<file path="config.mk">
export PLATFORM = sky130hd
export DESIGN_NAME = fetch_stage
export DESIGN_NICKNAME = d
export VERILOG_FILES = /design/src/rtl/pipeline_pkg.sv /design/src/rtl/pc_register.sv /design/src/rtl/fetch_stage.sv
export SDC_FILE = /design/constraint.sdc
export NUM_CORES = 1
export LEC_CHECK = 0
export BUFFER_PORTS_ARGS = -buffer_cell sky130_fd_sc_hd__buf_2
export CORE_MARGIN = 1
export CORE_UTILIZATION = 50
export DETAILED_ROUTE_END_ITERATION = 6
export PLACE_DENSITY = 0.81
export SETUP_SLACK_MARGIN = 0.05
export SLEW_MARGIN = 30
export SYNTH_ARGS = -nofsm -noshare
export SYNTH_HDL_FRONTEND = slang
export SYNTH_HIERARCHICAL = 1
export SYNTH_SLANG_ARGS = --single-unit
</file>
<file path="constraint.sdc">
create_clock -name clock -period 4.73 [get_ports clock]
set_input_delay 0.2365 -clock clock [delete_from_list [all_inputs] [get_ports clock]]
set_output_delay 0.2365 -clock clock [all_outputs]
set_load 0.01 [all_outputs]
</file>
<file path="src/rtl/pipeline_pkg.sv">
// pipeline_pkg: shared types and constants for the instruction-fetch pipeline.
//   fetch_state_t   : fetch FSM states (RUN, HALTED)
//   NOP_INSTRUCTION : bubble instruction loaded into IF/ID (all zero)
//   HALT_OPCODE     : opcode (instruction[23:20]) that stops fetching
//   DEFAULT_PCSTEP  : PC increment per instruction
package pipeline_pkg;

   typedef enum logic {
      RUN    = 1'b0,
      HALTED = 1'b1
   } fetch_state_t;

   localparam logic [23:0] NOP_INSTRUCTION = 24'h000000;
   localparam logic [3:0]  HALT_OPCODE     = 4'hF;
   localparam int unsigned DEFAULT_PCSTEP  = 4;

endpackage : pipeline_pkg

</file>
<file path="src/rtl/pc_register.sv">
// pc_register: program-counter flop.
//   clock  in  rising-edge clock
//   reset  in  synchronous active-low reset, loads RESETPC
//   load   in  load target (redirect); wins over hold
//   hold   in  keep the current PC; otherwise PC advances by PCSTEP
//   target in  redirect address
//   pc     out current PC register
module pc_register import pipeline_pkg::*; #(
   parameter int unsigned       WIDTH   = 32,
   parameter int unsigned       PCSTEP  = DEFAULT_PCSTEP,
   parameter logic [WIDTH-1:0]  RESETPC = '0
) (
   input  logic             clock,
   input  logic             reset,
   input  logic             load,
   input  logic             hold,
   input  logic [WIDTH-1:0] target,
   output logic [WIDTH-1:0] pc
);

   always_ff @(posedge clock) begin
      if (!reset) begin
         pc <= RESETPC;
      end else if (load) begin
         pc <= target;
      end else if (!hold) begin
         // Unsigned add, carry out of the top bit is dropped (wraps).
         pc <= pc + WIDTH'(PCSTEP);
      end
   end

endmodule : pc_register

</file>
<file path="src/rtl/fetch_stage.sv">
// fetch_stage: instruction fetch with IF/ID pipeline register and halt FSM.
//   clock        in  rising-edge clock
//   reset        in  synchronous active-low reset
//   stall        in  hold PC and IF/ID (hazard logic)
//   branchTaken  in  redirect request from execute
//   branchTarget in  redirect PC
//   imemAddress  out fetch address (current PC register, combinational)
//   imemData     in  instruction-memory read data for imemAddress
//   instruction  out IF/ID instruction
//   PC           out IF/ID PC of instruction
//   valid        out IF/ID holds a real instruction (not a bubble)
//   halted       out FSM is in HALTED
module fetch_stage import pipeline_pkg::*; #(
   parameter int unsigned              WIDTH            = 32,
   parameter int unsigned              INSTRUCTIONWIDTH = 24,
   parameter int unsigned              OPCODEWIDTH      = 4,
   parameter int unsigned              PCSTEP           = DEFAULT_PCSTEP,
   parameter logic [WIDTH-1:0]         RESETPC          = '0
) (
   input  logic                        clock,
   input  logic                        reset,
   input  logic                        stall,
   input  logic                        branchTaken,
   input  logic [WIDTH-1:0]            branchTarget,
   output logic [WIDTH-1:0]            imemAddress,
   input  logic [INSTRUCTIONWIDTH-1:0] imemData,
   output logic [INSTRUCTIONWIDTH-1:0] instruction,
   output logic [WIDTH-1:0]            PC,
   output logic                        valid,
   output logic                        halted
);

   fetch_state_t                  state_q, state_d;
   logic [WIDTH-1:0]              pc_p0;
   logic [INSTRUCTIONWIDTH-1:0]   instr_p1, instr_d;
   logic [WIDTH-1:0]              pc_p1, pc_d;
   logic                          vld_p1, vld_d;
   logic                          pc_load, pc_hold;
   logic                          is_halt;

   assign is_halt = (imemData[INSTRUCTIONWIDTH-1 -: OPCODEWIDTH] ==
                     OPCODEWIDTH'(HALT_OPCODE));

   pc_register #(
      .WIDTH   (WIDTH),
      .PCSTEP  (PCSTEP),
      .RESETPC (RESETPC)
   ) u_pc (
      .clock  (clock),
      .reset  (reset),
      .load   (pc_load),
      .hold   (pc_hold),
      .target (branchTarget),
      .pc     (pc_p0)
   );

   // Stage 0 -> 1: next-state and IF/ID selection.
   always_comb begin
      state_d  = state_q;
      instr_d  = instr_p1;
      pc_d     = pc_p1;
      vld_d    = vld_p1;
      pc_load  = 1'b0;
      pc_hold  = 1'b1;
      if (branchTaken) begin
         // Redirect overrides stall and leaves one bubble behind.
         state_d = RUN;
         instr_d = INSTRUCTIONWIDTH'(NOP_INSTRUCTION);
         pc_d    = '0;
         vld_d   = 1'b0;
         pc_load = 1'b1;
      end else if (!stall) begin
         unique case (state_q)
            RUN: begin
               instr_d = imemData;
               pc_d    = pc_p0;
               vld_d   = 1'b1;
               // A halt is delivered to decode but the PC stops on it.
               if (is_halt) begin
                  state_d = HALTED;
               end else begin
                  pc_hold = 1'b0;
               end
            end
            HALTED: begin
               instr_d = INSTRUCTIONWIDTH'(NOP_INSTRUCTION);
               pc_d    = '0;
               vld_d   = 1'b0;
            end
            default: state_d = RUN;
         endcase
      end
   end

   // Stage 1: IF/ID register and FSM state.
   always_ff @(posedge clock) begin
      if (!reset) begin
         state_q  <= RUN;
         instr_p1 <= '0;
         pc_p1    <= '0;
         vld_p1   <= 1'b0;
      end else begin
         state_q  <= state_d;
         instr_p1 <= instr_d;
         pc_p1    <= pc_d;
         vld_p1   <= vld_d;
      end
   end

   assign imemAddress = pc_p0;
   assign instruction = instr_p1;
   assign PC          = pc_p1;
   assign valid       = vld_p1;
   assign halted      = (state_q == HALTED);

endmodule : fetch_stage

</file>
==> results.cfg <==
[power]
ir_drop_mv = 0.1550
power.density_nw_per_um2 = 300.2
leakage_nw = 2.166
power.share.clock_pct = 35.1
swShare_pct = 26.56
p_total_mw = 1.565
p_sw_mw = 0.4155
pwr-share-comb_pct = 11.9
p_seq_share_pct = 53.1
p_int_mw = 1.149

[die]
die_h_um = 94.96
die_area_um2 = 9016
num_rows = 33
io_pins = 150
dieWidth_um = 94.96
start_util_pct = 52.06
core_area_um2 = 8299

[min_path]
hold_path_class = input pin to register
whs_path_depth = 2

[routing]
wl_per_cell_um = 15.47
routed_via_density = 5.783
drc = 0
drt_iter0_drc = 216
vias = 4187
firstDrtPassIters = 5
antenna_left = 0
drt-total-wl_um = 11200

[clock_network]
ctsResizeCount = 0
path_clk_slew_ns = 0.09
cts_sinks = 90
clk_path_buf_depth = 2
postCtsSetupBuffers = 0
insertion_delay_ns = 0.35
cts_buffers = 9
hold_buffers = 0
h-tree-depth = 3
cts_tree = yes
root_buffer = clkbuf_8

[synth]
netlist_area_um2 = 4320
syn_nets = 553
synth-edff-count = 0
synthDistinctLibCells = 56
synth-seq-cells = 90
yosys_warnings = 6
synth_cells = 492
synth-seq-area-share_pct = 41.70
ys.flop_type = dfxtp_1
synthArstFlopShare_pct = 0
synth_area_per_cell_um2 = 8.781

[sta]
clock_skew_ns = 0.006138
fmax_mhz = 385.5
fin_crit_ns = 2.594
hold_viol_final = 0
setup_tns_ns = 0
slew-limit-headroom_pct = 41.43
worst_pin_slew_ns = 0.8786
setup_violations = 0
rsz0062_at_grt = false
final_max_slew_viol_count = 0
finalCritPeriodShare_pct = 54.84

[placement]
dp_hpwl_um = 7618
portBuffers = 149
dp.cells = 708
place_congestion = 0.8569

[worst_setup_path]
worst-setup-path-type = register to register
cp_max_fo = 60
path_cells = nor3_1 -> nand2_1 -> and3b_1 -> nand2_1 -> or4_1 -> a31oi_1
ff2ff_path_depth = 6
slowest_delay_ns = 0.59
r2r-start = halted
slowest_stage = dfxtp_2
reg2reg_slack_ns = 2.14
critical_path_arrival_ns = 2.86
startpoint_type = register
endpoint = u_pc/pc[19]
crit_required_ns = 5.00
cpMostUsedCell = nand2_1
cp-startpoint = halted
timing.rr.end = u_pc/pc[19]
endpoint_kind = register

[global_routing]
gr-total-overflow = 0
grt_pass1_wl_um = 17220
use_met1_pct = 32.16
grt_use_met2_pct = 39.63
met3_usage_pct = 4.106
antenna_found_initial = 0
gr-max-usage-layer = met2
grt_pass1_vias = 3586
grt_use_total_pct = 24.13
grt_start_max_net_pins = 117

[cells_and_area]
syn2layout_area_growth_pct = 20.62
num_antenna_cells = 0
fillCellCount = 749
final-instance-count-excl-fill = 724
nNetsFinal = 675
multi_input_area_um2 = 2301
drive_gt1_share_pct = 30.05
register_area_um2 = 1803

[outcome]
status = completed

[run]
drv_cap = 0
flip-flops by register name (all words and copies together) (netlist names):
register     flops
halted           1
instruction     24
u_pc/pc         32
PC              32
valid            1
cells in the mapped netlist (2+ instances only):
master | count | share of area [%]
or3_1 | 5 | 0.72
nand2_1 | 83 | 7.2
a41oi_1 | 2 | 0.41
o2111a_1 | 2 | 0.52
nand4_1 | 16 | 2.3
xnor2_1 | 3 | 0.61
nand3b_1 | 3 | 0.52
or3b_1 | 56 | 11
nand4b_1 | 3 | 0.61
a211o_1 | 2 | 0.41
a31oi_1 | 7 | 1.0
o21ai_0 | 26 | 3.0
o31a_1 | 2 | 0.41
nand2b_1 | 3 | 0.43
nor4_1 | 3 | 0.43
nand4_2 | 2 | 0.58
buf_2 | 13 | 1.5
a21oi_2 | 10 | 2.0
nand3_1 | 6 | 0.70
and4_1 | 4 | 0.81
a211oi_1 | 5 | 0.87
dfxtp_1 | 90 | 42
nor2_1 | 5 | 0.43
a21oi_1 | 52 | 6.0
or4_1 | 4 | 0.70
clkbuf_1 | 17 | 1.5
or2_0 | 2 | 0.29
mux2i_1 | 3 | 0.70
nor2b_1 | 5 | 0.72
o211a_1 | 6 | 1.4
o31ai_1 | 5 | 0.87
and2_1 | 3 | 0.43
nor3b_1 | 5 | 0.87
o211ai_1 | 2 | 0.35
nor3_1 | 6 | 0.70
buf_6 | 6 | 1.6
xor2_1 | 6 | 1.2
routing by layer:
| layer | up-vias | share of wire, % |
|---|---|---|
| met3 | 13 | 8.1 |
| met5 | - | 0 |
| met1 | 1928 | 44 |
| met2 | 192 | 47 |
| li1 | 2054 | - |
| met4 | 0 | 1.1 |
final cells by class:
type                       count  area share (%)
clock buffer                  11           2.905
clock inverter                 5           1.176
inverter                       1         0.07203
multi-input combinational    362           44.15
sequential                    90           34.60
tap                          105           2.521
timing repair buffer         150           14.57
kinds of logic after synthesis:
logic type | Yosys count | share of synthesized area (%)
buf+inv | 40 | 5.212
xor+xnor | 9 | 1.825
flops | 90 | 41.70
simple gates | 226 | 32.55
mux | 3 | 0.6951
fa+ha+maj | 1 | 0.2896
compound gates | 123 | 17.72
power groups by stage:
stage	Sequential, mW	Combinational, mW	Clock (mW)
2_1_floorplan	0.850	0.105	0
3_3_place_gp	0.846	0.179	0
3_5_place_dp	0.848	0.184	0
4_1_cts	0.830	0.185	0.561
5_1_grt	0.836	0.206	0.595
6_report	0.830	0.185	0.549
worst min-delay path by stage:
| stage | endpoint | from |
|---|---|---|
| 6_report | u_pc/pc[6] | branchTarget[6] |
| 5_1_grt | u_pc/pc[6] | branchTarget[6] |
| 4_1_cts | u_pc/pc[6] | branchTarget[6] |
| 3_5_place_dp | instruction[17] | instruction[17] |
| 3_3_place_gp | instruction[19] | instruction[19] |
| 2_1_floorplan | u_pc/pc[3] | branchTarget[3] |
critical path, delay by kind of cell (launching register included):
kind,cells,cell delay [ns]
simple gates,5,1.73
flops,1,0.59
compound gates,1,0.19
cells in the final DEF, fill, tap and decap left out, types with 6 or more instances in the layout:
cell type,count
a31oi_1,7
xor2_1,6
or3b_1,56
clkbuf_8,11
a21oi_1,52
nand2_1,83
dfxtp_1,89
o21ai_0,26
nand4_1,16
nand3_1,6
nor3_1,6
o211a_1,6
a21oi_2,10
buf_2,148
stage by stage:
| stage | instance area, um2 | hold WS [ns] | setup slack, ns | utilization (%) |
|---|---|---|---|---|
| final | 5211 | 0.1087 | 2.136 | 62.79 |
| after global routing | 5211 | 0.08913 | 1.849 | 62.79 |
| after CTS | 5207 | 0.09425 | 2.206 | 62.75 |
| after detailed placement | 4995 | 0.4484 | 2.188 | 60.18 |
| after global placement | 4990 | 0.4449 | 2.305 | 60.12 |
| after floorplan | 4320 | 0.3743 | 2.742 | - |
Note: power is estimated with default switching activity, not from simulation.
